==> config.mk <==
export PLATFORM = sky130hd
export DESIGN_NAME = fault_sweep_ctrl
export DESIGN_NICKNAME = d
export VERILOG_FILES = /design/src/rtl/fault_sim_pkg.sv /design/src/rtl/fault_resp_cmp.sv /design/src/rtl/fault_sweep_ctrl.sv
export SDC_FILE = /design/constraint.sdc
export NUM_CORES = 1
export LEC_CHECK = 0
export BUFFER_PORTS_ARGS = -buffer_cell sky130_fd_sc_hd__buf_2
export CAP_MARGIN = 25
export CORE_MARGIN = 3
export CORE_UTILIZATION = 50
export CTS_BUF_LIST = sky130_fd_sc_hd__clkbuf_8
export DETAILED_ROUTE_END_ITERATION = 8
export PLACE_DENSITY = 0.76
export SLEW_MARGIN = 20
export SYNTH_ARGS = -nofsm -noshare
export SYNTH_HDL_FRONTEND = slang
export SYNTH_HIERARCHICAL = 1
export SYNTH_SLANG_ARGS = --single-unit
==> constraint.sdc <==
create_clock -name clk -period 5.2 [get_ports clk]
set_input_delay 0.26 -clock clk [delete_from_list [all_inputs] [get_ports clk]]
set_output_delay 0.26 -clock clk [all_outputs]
set_load 0.005 [all_outputs]
==> src/rtl/fault_sim_pkg.sv <==
// Shared types and helpers for the stuck-at fault sweep sequencer.
// Holds the sweep state enum, default sizes and a response slicer.
package fault_sim_pkg;

    localparam int DEF_NUM_FAULTS = 6;
    localparam int DEF_PAT_W      = 4;
    localparam int DEF_OUT_W      = 2;

    // Upper bounds for the generic slicer below.
    localparam int RESP_MAX_W  = 256;
    localparam int SLICE_MAX_W = 32;

    typedef enum logic [1:0] {
        ST_IDLE,
        ST_SETTLE,
        ST_COMPARE,
        ST_DONE
    } state_t;

    // Returns fault idx's w-bit response, zero-extended to SLICE_MAX_W.
    // Callers zero-extend the packed vector to RESP_MAX_W first.
    function automatic logic [SLICE_MAX_W-1:0] resp_slice(
        input logic [RESP_MAX_W-1:0] vec,
        input int                    idx,
        input int                    w
    );
        logic [RESP_MAX_W-1:0]  sh;
        logic [SLICE_MAX_W-1:0] mask;
        sh   = vec >> (idx * w);
        mask = (SLICE_MAX_W'(1) << w) - SLICE_MAX_W'(1);
        return sh[SLICE_MAX_W-1:0] & mask;
    endfunction

endpackage

==> src/rtl/fault_resp_cmp.sv <==
// Combinational compare of every faulty response against the golden one.
// Ports: good_resp (OUT_W), fault_resp (NUM_FAULTS*OUT_W) -> mismatch (NUM_FAULTS).
module fault_resp_cmp
    import fault_sim_pkg::*;
#(
    parameter int NUM_FAULTS = DEF_NUM_FAULTS,
    parameter int OUT_W      = DEF_OUT_W
) (
    input  logic [OUT_W-1:0]            good_resp,
    input  logic [NUM_FAULTS*OUT_W-1:0] fault_resp,
    output logic [NUM_FAULTS-1:0]       mismatch
);

    logic [RESP_MAX_W-1:0]  resp_ext;
    logic [SLICE_MAX_W-1:0] good_ext;

    assign resp_ext = RESP_MAX_W'(fault_resp);
    assign good_ext = SLICE_MAX_W'(good_resp);

    always_comb begin
        mismatch = '0;
        for (int i = 0; i < NUM_FAULTS; i++) begin
            mismatch[i] = resp_slice(resp_ext, i, OUT_W) != good_ext;
        end
    end

endmodule

==> src/rtl/fault_sweep_ctrl.sv <==
// Stuck-at fault sweep sequencer: walks all patterns, settles, compares,
// and records per-fault detection and first detecting pattern.
// Ports: clk, rst (sync, active-high), start, early_stop, pat,
// good_resp, fault_resp, busy, done, detected, first_pat, det_count.
module fault_sweep_ctrl
    import fault_sim_pkg::*;
#(
    parameter int NUM_FAULTS = DEF_NUM_FAULTS,
    parameter int PAT_W      = DEF_PAT_W,
    parameter int OUT_W      = DEF_OUT_W,
    parameter int SETTLE     = 1
) (
    input  logic                                  clk,
    input  logic                                  rst,
    input  logic                                  start,
    input  logic                                  early_stop,
    output logic [PAT_W-1:0]                      pat,
    input  logic [OUT_W-1:0]                      good_resp,
    input  logic [NUM_FAULTS*OUT_W-1:0]           fault_resp,
    output logic                                  busy,
    output logic                                  done,
    output logic [NUM_FAULTS-1:0]                 detected,
    output logic [NUM_FAULTS*PAT_W-1:0]           first_pat,
    output logic [$clog2(NUM_FAULTS+1)-1:0]       det_count
);

    localparam int CNT_W = $clog2(SETTLE + 1);
    localparam int DC_W  = $clog2(NUM_FAULTS + 1);

    localparam logic [PAT_W-1:0] PAT_MAX  = {PAT_W{1'b1}};
    localparam logic [CNT_W-1:0] CNT_LOAD = CNT_W'(SETTLE);
    localparam logic [CNT_W-1:0] CNT_ONE  = CNT_W'(1);

    state_t                 state;
    state_t                 state_nx;
    logic [CNT_W-1:0]       cnt;
    logic                   es_q;
    logic [NUM_FAULTS-1:0]  mismatch;
    logic [NUM_FAULTS-1:0]  new_det;
    logic [NUM_FAULTS-1:0]  det_nx;
    logic [DC_W-1:0]        det_pop;
    logic                   last;

    fault_resp_cmp #(
        .NUM_FAULTS (NUM_FAULTS),
        .OUT_W      (OUT_W)
    ) u_cmp (
        .good_resp  (good_resp),
        .fault_resp (fault_resp),
        .mismatch   (mismatch)
    );

    // Only first detections count; an already set bit is never rewritten.
    assign new_det = mismatch & ~detected;
    assign det_nx  = detected | new_det;

    always_comb begin
        det_pop = '0;
        for (int i = 0; i < NUM_FAULTS; i++) begin
            det_pop = det_pop + DC_W'(det_nx[i]);
        end
    end

    // Sweep ends at the top pattern or, with early stop, on full coverage.
    assign last = (pat == PAT_MAX) || (es_q && (&det_nx));

    always_ff @(posedge clk) begin
        if (rst) begin
            state <= ST_IDLE;
        end else begin
            state <= state_nx;
        end
    end

    always_comb begin
        state_nx = state;
        unique case (state)
            ST_IDLE: begin
                if (start) begin
                    state_nx = ST_SETTLE;
                end
            end
            ST_SETTLE: begin
                if (cnt <= CNT_ONE) begin
                    state_nx = ST_COMPARE;
                end
            end
            ST_COMPARE: begin
                state_nx = last ? ST_DONE : ST_SETTLE;
            end
            ST_DONE: begin
                state_nx = ST_IDLE;
            end
        endcase
    end

    always_comb begin
        busy = (state == ST_SETTLE) || (state == ST_COMPARE);
        done = (state == ST_DONE);
    end

    always_ff @(posedge clk) begin
        if (rst) begin
            pat       <= '0;
            cnt       <= '0;
            es_q      <= 1'b0;
            detected  <= '0;
            first_pat <= '0;
            det_count <= '0;
        end else begin
            unique case (state)
                ST_IDLE: begin
                    if (start) begin
                        pat       <= '0;
                        cnt       <= CNT_LOAD;
                        es_q      <= early_stop;
                        detected  <= '0;
                        first_pat <= '0;
                        det_count <= '0;
                    end
                end
                ST_SETTLE: begin
                    if (cnt > CNT_ONE) begin
                        cnt <= cnt - CNT_ONE;
                    end
                end
                ST_COMPARE: begin
                    detected  <= det_nx;
                    det_count <= det_pop;
                    for (int i = 0; i < NUM_FAULTS; i++) begin
                        if (new_det[i]) begin
                            first_pat[i*PAT_W +: PAT_W] <= pat;
                        end
                    end
                    if (!last) begin
                        pat <= pat + PAT_W'(1);
                        cnt <= CNT_LOAD;
                    end
                end
                ST_DONE: begin
                end
            endcase
        end
    end

endmodule

==> key figures, run 1 <==
Run status
  • Status: finished, final reports clean

Timing
  • Peak Freq: about 0.35 GHz
  • # setup viols final: 0
  • Clk_skew: 5.94 ps
  • Final Slew Violations: 0
  • Worst setup margin: about 2400 ps
  • Slew HR: between 40 and 50%
  • Worst Max-Slew Pin Slew: between 800 and 900 ps
  • Min Tclk post-route: around 2800 ps
  • RSZ-0062 raised after global routing: false
  • TNS Setup: 0 ps
  • Crit share post-route: a little over half
  • Fin. Hold Viols: 0

Worst setup path
  • Crit path DAT: 3000 ps
  • Critical setup path kind: in2reg
  • Crit-path max cell delay: around 540 ps
  • CP startpoint: good_resp[1]
  • CP max-delay cell: fa_1
  • Critical path startpoint category: primary input
  • Reg-to-Reg Start: detected[0]
  • Critical Path End Type: register
  • WP data required: about 5400 ps
  • Worst-case reg-to-reg path depth: 10
  • Crit path cell chain: buf_2 > xnor2_1 > nand2_1 > or2_2 > fa_1 > inv_1 > fa_1 > inv_1 > ha_1 > inv_1 > fa_1 > a2bb2oi_1 > nor2_1
  • Crit-path max FO: 6

Synth
  • Register area share after synthesis: 40.3%
  • Synth cell count leaders: dfxtp_1, nor2_1, mux2i_1
  • Yosys reg bits: 40
  • Largest cells by area after synthesis: dfxtp_1, mux2i_1, nor2_1
  • Most area-hungry cell type in the Yosys netlist: dfxtp_1
  • Top-count cell post-synth: dfxtp_1
  • Main synth FF type: dfxtp_1
  • Syn nets: 249
  • Fraction of registers with async set/reset: 0%
  • Post-synth EDFFs: 0
  • Synth Instances: ~220
  • Synthesized area per cell: 8.99 sq um
  • Post-synthesis cell area: 0.00199 sq mm
  • Synth unique cells: 36
  • Yosys Warn Count: 6
  • Top cell type's share of synthesized area: roughly 40%

Die
  • Core ar.: roughly 0.0037 sq mm
  • Initial core utilization: between 50% and 60%
  • Die Width: between 60 and 70 um
  • Die Area: 0.00477 sq mm
  • Die H: approximately 69 um
  • # rows: 22
  • Ports: 57

Clocking
  • CTS root buffer: clkbuf_8
  • Clock Sinks: 40
  • Total CTS buffers: 5
  • Buffer depth of the longest clock path: 2
  • Post-CTS sizing: 0
  • Worst-path clk slew: about 80 ps
  • H-tree levels: 2
  • CTS tree: built
  • Worst-skew pair later-pin latency: about 290 ps
  • Post-CTS Repair Setup Buffers: 0
  • CTS Hold Bufs: 0

Routing
  • Vias per Instance: roughly 5.3
  • Routed Antenna Nets: 0
  • Final WL: around 4400 um
  • First drt pass iteration count: 4
  • Wire per inst: 13.8 um
  • Starting DRC count in detailed routing: 62
  • Via count: between 1500 and 2000
  • Number of remaining DRC errors: 0

Pwr
  • Sequential Power Share: around 41%
  • Power share of the combinational group: a little over a quarter
  • Clock group share of total power: roughly a third
  • Sw Share: a little under a third
  • Max VDD drop: between 200 and 300 uV
  • Internal power: roughly 0.56 mW
  • Overall power: just over 0.8 mW
  • Power density cells: ~340 mW/mm^2
  • Net Switching: ~0.25 mW
  • Static Leak: approximately 1.1 nW

Run
  • Max-cap violations: 0

Place
  • Place WS: roughly 2000 ps
  • Detailed placer's ending HPWL: between 3000 and 4000 um
  • Port bufs: 56
  • Total placed cells including tap cells: around 310
  • Placer Congestion: 0.829

Finish
  • Layout net count: around 300
  • Syn-to-layout area delta: 19.4%
  • Layout Cells excl Fill: 320
  • Layout cell share with drive strength beyond 1: 25.7%
  • Inserted Diodes: 0

Global routing
  • Total global routing track utilization: between 15 and 20%
  • Number of global-route vias before repair: around 1700
  • Global route overflow: 0
  • Largest net degree at the start of global routing: 42
  • First-pass GRT wire length: around 7400 um
  • Antenna violations before repair: 0

Hold path
  • Hold_sp: early_stop
  • Hold Path Class: in2reg
  • Hold path depth: 3
-- flip-flops by register name (all words and copies together), names as in the netlist --
signal / count
es_q: 1
state: 2
pat: 4
first_pat: 24
det_count: 3
detected: 6
-- power by group through the flow --
stage          logic [mW]  clock network [mW]  registers [mW]
2_1_floorplan       0.172                   0           0.337
3_5_place_dp        0.222                   0           0.338
4_1_cts             0.223               0.266           0.331
5_1_grt             0.250               0.276           0.333
6_report            0.221               0.259           0.331
3_3_place_gp        0.216                   0           0.338
-- worst paths after layout --
| path | endpoint | slack, ps |
|---|---|---|
| worst min-delay path | es_q | 220 |
| worst min register to register | es_q | 460 |
| worst max-delay path | det_count[1] | 2360 |
| worst max register to register | det_count[1] | 2410 |
-- layout make-up --
class                   instances  area, sq um
clock buffers                   5         68.8
clock inverters                 3         46.3
fillers                       347         1370
inverters                       6         22.5
multi-input cells             162         1090
flip-flops and latches         40          801
well taps                      48         60.1
repair buffers                 56          280
-- cells in the final DEF (no fill, tap or decap), types with 2 or more instances in the layout --
master / count
o22ai_1: 2
xnor2_1: 12
nand2b_1: 6
and2_1: 5
ha_1: 7
nor3_1: 7
a2bb2oi_1: 2
a21oi_1: 23
inv_1: 6
mux2i_1: 24
or3_1: 3
nand3_1: 4
buf_2: 56
nand2_1: 12
nor2_1: 32
clkbuf_8: 5
fa_1: 3
or2_2: 4
o21ai_0: 3
dfxtp_1: 40
-- worst max-delay path: cells and delay by family --
family / cells / cell delay (ps)
adder cells (fa/ha/maj): 4 / 1610
AND/OR/NAND/NOR: 3 / 470
buffers and inverters: 4 / 310
XOR/XNOR: 1 / 180
AO/OA/AOI/OAI: 1 / 160
-- per-stage QoR --
stage | instance area, sq um | hold WS (ps) | util [%]
floorplan | 1990 | 361 | -
global placement | 2260 | 447 | 60.3
detailed placement | 2260 | 454 | 60.3
CTS | 2370 | 213 | 63.4
global route | 2370 | 233 | 63.4
finish | 2370 | 222 | 63.4
-- per-layer routing --
layer / GRT usage, % / up-vias / wire (um)
li1: - / 848 / -
met1: 22.4 / 813 / 1950
met2: 31.9 / 39 / 2190
met3: 5.54 / 5 / 242
met4: 4.12 / 0 / 46
met5: 0 / - / 0
-- cell families after synthesis --
logic type | after synthesis | synth area share [%]
AOI/OAI and AO/OA | 36 | 10.4
xor gates and xnor gates | 12 | 5.29
adders and majority gates | 10 | 7.43
buffers and inverters | 19 | 4.66
DFF | 40 | 40.3
muxes | 26 | 13.3
and+or+nand+nor | 78 | 18.6
(Power assumes the default switching activity.)
==> run 2: changes to the inputs <==
--- a/config.mk
+++ b/config.mk
@@ -8,10 +8,10 @@
 export BUFFER_PORTS_ARGS = -buffer_cell sky130_fd_sc_hd__buf_2
 export CAP_MARGIN = 25
 export CORE_MARGIN = 3
-export CORE_UTILIZATION = 50
+export CORE_UTILIZATION = 48
 export CTS_BUF_LIST = sky130_fd_sc_hd__clkbuf_8
 export DETAILED_ROUTE_END_ITERATION = 8
-export PLACE_DENSITY = 0.76
+export PLACE_DENSITY = 0.77
 export SLEW_MARGIN = 20
 export SYNTH_ARGS = -nofsm -noshare
 export SYNTH_HDL_FRONTEND = slang
==> constraint.sdc (replaced) <==
create_clock -name clk -period 2.5 [get_ports clk]
set_input_delay 0.125 -clock clk [delete_from_list [all_inputs] [get_ports clk]]
set_output_delay 0.125 -clock clk [all_outputs]
set_load 0.005 [all_outputs]
==> key figures, run 2 (synthesis gave the netlist of run 1 again) <==
Routing
  • Wl on met1: 2050 um (+5.0%)
  • Metal3 WL: 278 um (+15%)
  • Routed Antenna Nets: 0 (unchanged)
  • Routed wl met2: 2020 um (-7.9%)
  • Starting DRC count in detailed routing: 81 (+31%)
  • First drt pass iteration count: 5 (+1)
  • Via count: 1718 (+0.76%)
  • Final WL: 4420 um (-0.25%)
  • Top layer in use: met4
  • Vias per Instance: 5.17 (-2.9%)
  • Number of remaining DRC errors: 0 (unchanged)
  • Wire per inst: 13.3 um (-3.9%)

Die
  • Core ar.: 0.00383 sq mm (+2.2%)
  • Ports: 57 (unchanged)
  • # rows: 22 (unchanged)
  • Die H: 70.3 um (+1.9%)
  • Initial core utilization: 51.9% (-1.1 points)
  • Die Area: 0.00495 sq mm (+3.8%)
  • Die Width: 70.3 um (+1.9%)

Finish
  • Most common cell after layout, fill and taps aside: buf_2
  • Layout net count: 312 (+4.3%)
  • Syn-to-layout area delta: 24.9%
  • Layout cell share with drive strength beyond 1: 31.0% (+5.3 points)
  • Layout Cells excl Fill: 332 (+3.8%)
  • Largest regs: first_pat: 24 flops, detected: 6 flops, pat: 4 flops
  • Largest register FFs: 24 (unchanged)
  • End-of-flow core utilization: 64.8% (+1.5 points)
  • Reg with most FFs: first_pat
  • Inserted Diodes: 0 (unchanged)
  • Most frequent cells in the layout: buf_2, dfxtp_1, nor2_1

Clocking
  • Worst-path clk slew: 80 ps (about the same)
  • CTS Hold Bufs: 0 (unchanged)
  • Buffer depth of the longest clock path: 2 (unchanged)
  • H-tree levels: 2 (unchanged)
  • Worst-skew pair later-pin latency: 290 ps (about the same)
  • Total CTS buffers: 5 (unchanged)
  • CTS tree: built
  • CTS root buffer: clkbuf_8
  • Post-CTS Repair Setup Buffers: 0 (unchanged)
  • Clock Sinks: 40 (unchanged)

Run
  • Max-cap violations: 0 (unchanged)

Run status
  • Failing checks: setup timing
  • Status: finished, violations left

Timing
  • Min Tclk post-route: 2630 ps
  • Slew HR: 51.6% (+6.6 points)
  • Final Slew Violations: 0 (unchanged)
  • RSZ-0062 raised after global routing: true
  • Worst Max-Slew Pin Slew: 726 ps (-98.8 ps)
  • TNS Setup: -129 ps (-129 ps)
  • Crit share post-route: 105%
  • Peak Freq: between 0.3 and 0.4 GHz
  • Clk_skew: 5.31 ps (-0.625 ps)
  • Worst setup margin: -129 ps (-2490 ps)
  • Fin. Hold Viols: 0 (unchanged)
  • # setup viols final: 1 (+1)

Worst setup path
  • Critical Path End Type: register
  • Critical path startpoint category: register
  • CP bufs+invs: 3 (-1)
  • CP max-delay cell: fa_1
  • Crit path DAT: 2850 ps (-150 ps)
  • Critical setup path kind: reg2reg
  • Crit path depth: 10 (-3)
  • Crit-path max cell delay: 530 ps (about the same)
  • Crit-path max FO: 2 (-4)
  • Crit path cell chain: or2_4 > fa_1 > inv_1 > fa_1 > inv_1 > ha_1 > inv_1 > fa_1 > a2bb2oi_2 > nor2_1
  • Top delay family on crit path: adder cells
  • Worst-case reg-to-reg path depth: 10 (unchanged)
  • WP data required: 2720 ps (-2640 ps)
  • FF-to-FF setup slack: -130 ps (-2540 ps)

Global routing
  • Number of global-route vias before repair: 1581 (-5.3%)
  • Global route overflow: 0 (unchanged)
  • Largest net degree at the start of global routing: 42 (unchanged)
  • First-pass GRT wire length: 7450 um (+1.1%)
  • Total global routing track utilization: 18.8% (+0.33 points)
  • Antenna violations before repair: 0 (unchanged)

Hold path
  • Hold Path Class: in2reg
  • Hold path depth: 3 (unchanged)

Place
  • Placer Congestion: 0.802 (-3.3%)
  • Detailed placer's ending HPWL: 3220 um (+0.28%)
  • Total placed cells including tap cells: 325 (+4.2%)
  • Place WS: -376 ps (-2410 ps)
  • Port bufs: 56 (unchanged)

Pwr
  • Static Leak: 1.19 nW (+6.7%)
  • Power density cells: 653 mW/mm^2 (+91%)
  • Overall power: 1.62 mW (+100%)
  • Max VDD drop: 470 uV (+66%)
[run 2: changes by cell type in the layout (fill, tap and decap cells not counted), sizes merged]
cell,before,now
bufinv,1,0
buf,56,69
clkinv,0,1
inv,7,6
[run 2: worst paths after layout]
path / from / endpoint
worst max register to register: detected[3] / det_count[1]
worst min register to register: es_q / es_q
worst min-delay path: early_stop / es_q
worst max-delay path: detected[3] / det_count[1]
[run 2: layer usage]
| layer | GRT usage (%) | vias up |
|---|---|---|
| met5 | 0 | - |
| met4 | 5.96 | 0 |
| met3 | 6.04 | 9 |
| met2 | 27.2 | 48 |
| met1 | 26.2 | 791 |
| li1 | - | 870 |
[run 2: layout make-up]
type,instances,area [sq um]
Fill cell,328,1350
Clock inverter,2,12.5
Multi-Input combinational cell,162,1140
Timing Repair Buffer,69,378
Sequential cell,40,802
Tap cell,48,60.1
Inverter,6,22.5
Clock buffer,5,68.8
[run 2: what timing repair did]
item / 4_1_cts / 5_1_grt
hold endpoints to repair: 0 / 0
gates cloned: 0 / 0
resized for setup: 1 / 1
pin swaps: 2 / 2
setup endpoints to repair: 2 / 2
[run 2: where the power goes]
| part | total [mW] | internal, mW | switching [mW] |
|---|---|---|---|
| logic | 0.527 | 0.251 | 0.276 |
| clock network | 0.405 | 0.189 | 0.216 |
| registers | 0.688 | 0.663 | 0.0249 |
| total | 1.62 | 1.10 | 0.517 |
[run 2: through the flow]
step	area, sq um	hold WS (ps)
floorplan	2030	226
global placement	2390	385
detailed placement	2390	393
CTS	2470	84.8
global route	2480	94.9
finish	2480	91.0
[run 2: worst reg2reg max path: stages (launching register included)]
cell and delay (ps):
dfxtp_1 320, or2_4 230, fa_1 530, inv_1 50
fa_1 470, inv_1 40, ha_1 180, inv_1 60
fa_1 420, a2bb2oi_2 180, nor2_1 90
==> run 3: changes to the inputs <==
--- a/config.mk
+++ b/config.mk
@@ -12,6 +12,7 @@
 export CTS_BUF_LIST = sky130_fd_sc_hd__clkbuf_8
 export DETAILED_ROUTE_END_ITERATION = 8
 export PLACE_DENSITY = 0.77
+export SETUP_SLACK_MARGIN = 0.4
 export SLEW_MARGIN = 20
 export SYNTH_ARGS = -nofsm -noshare
 export SYNTH_HDL_FRONTEND = slang
==> key figures, run 3 (synthesis gave the netlist of run 1 again) <==
Run status
  • Status: finished, violations left
  • Failing checks: setup timing

Worst setup path
  • Critical Path End Type: register
  • Worst-case reg-to-reg path depth: 10 (unchanged)
  • Crit path DAT: 2830 ps (-20 ps)
  • Crit-path max FO: 2 (unchanged)
  • Reg-to-Reg End: det_count[1]
  • FF-to-FF setup slack: -100 ps (+30 ps)
  • Crit path capture: det_count[1]
  • WP data required: 2730 ps (about the same)
  • Reg-to-Reg Start: detected[0]
  • Critical setup path kind: reg2reg
  • CP startpoint: detected[0]
  • Critical path startpoint category: register

Clocking
  • CTS tree: built
  • Worst-skew pair later-pin latency: 300 ps (about the same)
  • CTS Hold Bufs: 0 (unchanged)
  • CTS root buffer: clkbuf_8
  • H-tree levels: 2 (unchanged)
  • Buffer depth of the longest clock path: 2 (unchanged)
  • Worst-path clk slew: 80 ps (about the same)
  • Total CTS buffers: 5 (unchanged)
  • Clock Sinks: 40 (unchanged)

Finish
  • Fill cells: 322 (-1.8%)
  • Largest regs: first_pat: 24 flops, detected: 6 flops, pat: 4 flops
  • Layout cell share with drive strength beyond 1: 31.8% (+0.82 points)
  • End-of-flow core utilization: 65.6% (+0.75 points)
  • Most common cell after layout, fill and taps aside: buf_2
  • Inserted Diodes: 0 (unchanged)
  • Syn-to-layout area delta: 26.3%
  • Largest register FFs: 24 (unchanged)
  • Layout net count: 310 (-0.64%)
  • Layout Cells excl Fill: 331 (-0.30%)
  • Reg with most FFs: first_pat
  • Most frequent cells in the layout: buf_2, dfxtp_1, nor2_1

Place
  • Total placed cells including tap cells: 323 (-0.62%)
  • Detailed placer's ending HPWL: 3300 um (+2.5%)
  • Placer Congestion: 0.850 (+6.1%)
  • Port bufs: 56 (unchanged)
  • Place WS: -392 ps (-16.6 ps)

Routing
  • First drt pass iteration count: 4 (-1)
  • Vias per Instance: 5.21 (+0.65%)
  • Number of remaining DRC errors: 0 (unchanged)
  • Routed Antenna Nets: 0 (unchanged)
  • Final WL: 4560 um (+3.3%)
  • Wire per inst: 13.8 um (+3.6%)
  • Via count: 1724 (+0.35%)
  • Starting DRC count in detailed routing: 48 (-41%)

Die
  • # rows: 22 (unchanged)
  • Die Width: 70.3 um (unchanged)
  • Initial core utilization: 51.9% (unchanged)
  • Core ar.: 0.00383 sq mm (unchanged)
  • Die Area: 0.00495 sq mm (unchanged)
  • Die H: 70.3 um (unchanged)
  • Ports: 57 (unchanged)

Hold path
  • Hold Path Class: in2reg

Global routing
  • Total global routing track utilization: 18.3% (-0.48 points)
  • Number of global-route vias before repair: 1567 (-0.89%)
  • Global route overflow: 0 (unchanged)
  • Antenna violations before repair: 0 (unchanged)
  • Largest net degree at the start of global routing: 42 (unchanged)
  • First-pass GRT wire length: 7340 um (-1.4%)

Timing
  • Slew HR: 50.1% (-1.5 points)
  • Min Tclk post-route: 2600 ps (-28.1 ps)
  • Worst setup margin: -101 ps (+28.1 ps)
  • Clk_skew: 2.59 ps (-2.72 ps)
  • RSZ-0062 raised after global routing: true
  • # setup viols final: 1 (unchanged)
  • Worst Max-Slew Pin Slew: 749 ps (+22.8 ps)
  • Crit share post-route: 104% (-1.1 points)
  • Final Slew Violations: 0 (unchanged)
  • Peak Freq: 0.384 GHz (+1.1%)
  • Fin. Hold Viols: 0 (unchanged)

Run
  • Max-cap violations: 0 (unchanged)

Pwr
  • Static Leak: 1.20 nW (+0.60%)
  • Power density cells: 696 mW/mm^2 (+6.7%)
  • Max VDD drop: 484 uV (+3.1%)
## run 3: changes by cell type in the layout (fill, tap and decap cells not counted), sizes merged
| cell | previous run | this run |
|---|---|---|
| bufinv | 0 | 1 |
| inv | 6 | 7 |
| clkinv | 1 | 0 |
| buf | 69 | 67 |
## run 3: worst min-delay path by stage
stage / slack (ps) / cells past startpoint / endpoint / from
6_report: 80 / 3 / es_q / early_stop
5_1_grt: 90 / 3 / es_q / early_stop
4_1_cts: 80 / 3 / es_q / early_stop
3_5_place_dp: 400 / 3 / es_q / early_stop
3_3_place_gp: 380 / 3 / es_q / early_stop
2_1_floorplan: 230 / 1 / pat[0] / rst
## run 3: where the power goes
group          leakage, nW  switching, mW  total, mW  internal, mW
Clock               0.0548          0.242      0.543         0.301
Combinational        0.817          0.276      0.517         0.241
Sequential           0.324         0.0249      0.688         0.663
## run 3: cell type report
type / count / area, sq um / area share, %
multi-input combinational: 162 / 1150 / 45.7
sequential: 40 / 803 / 32.0
timing repair buffer: 67 / 363 / 14.5
clock buffer: 5 / 68.8 / 2.74
tap: 48 / 60.1 / 2.39
clock inverter: 3 / 46.3 / 1.84
inverter: 6 / 22.5 / 0.897
## run 3: critical path: stages, from the launching register on
cell and delay (ps):
dfxtp_2 320, or2_4 230, fa_1 530, inv_1 50
fa_1 470, inv_1 40, ha_1 180, inv_1 60
fa_1 420, a2bb2oi_2 140, nor2_1 90
## run 3: timing repair
item / CTS / global route
setup buffers: 0 / 0
setup endpoints to repair: 3 / 6
pin swaps: 0 / 6
resized for setup: 0 / 5
## run 3: per-stage QoR
stage                     hold WS, ps  power (mW)  instance area, sq um  setup TNS (ps)
after CTS                        84.7        1.74                  2490            -183
after global routing             94.3        1.84                  2510            -310
final                            83.1        1.75                  2510            -101
after detailed placement          396        1.20                  2380            -680
after floorplan                   226        1.07                  2040            -307
after global placement            383        1.19                  2380            -487
## run 3: metal layers
metal	vias to the layer above	GRT usage, %	wire length [um]
met4	0	5.11	53
met1	814	24.7	2080
li1	865	-	-
met3	6	5.76	293
met2	39	28.0	2140
met5	-	0	0
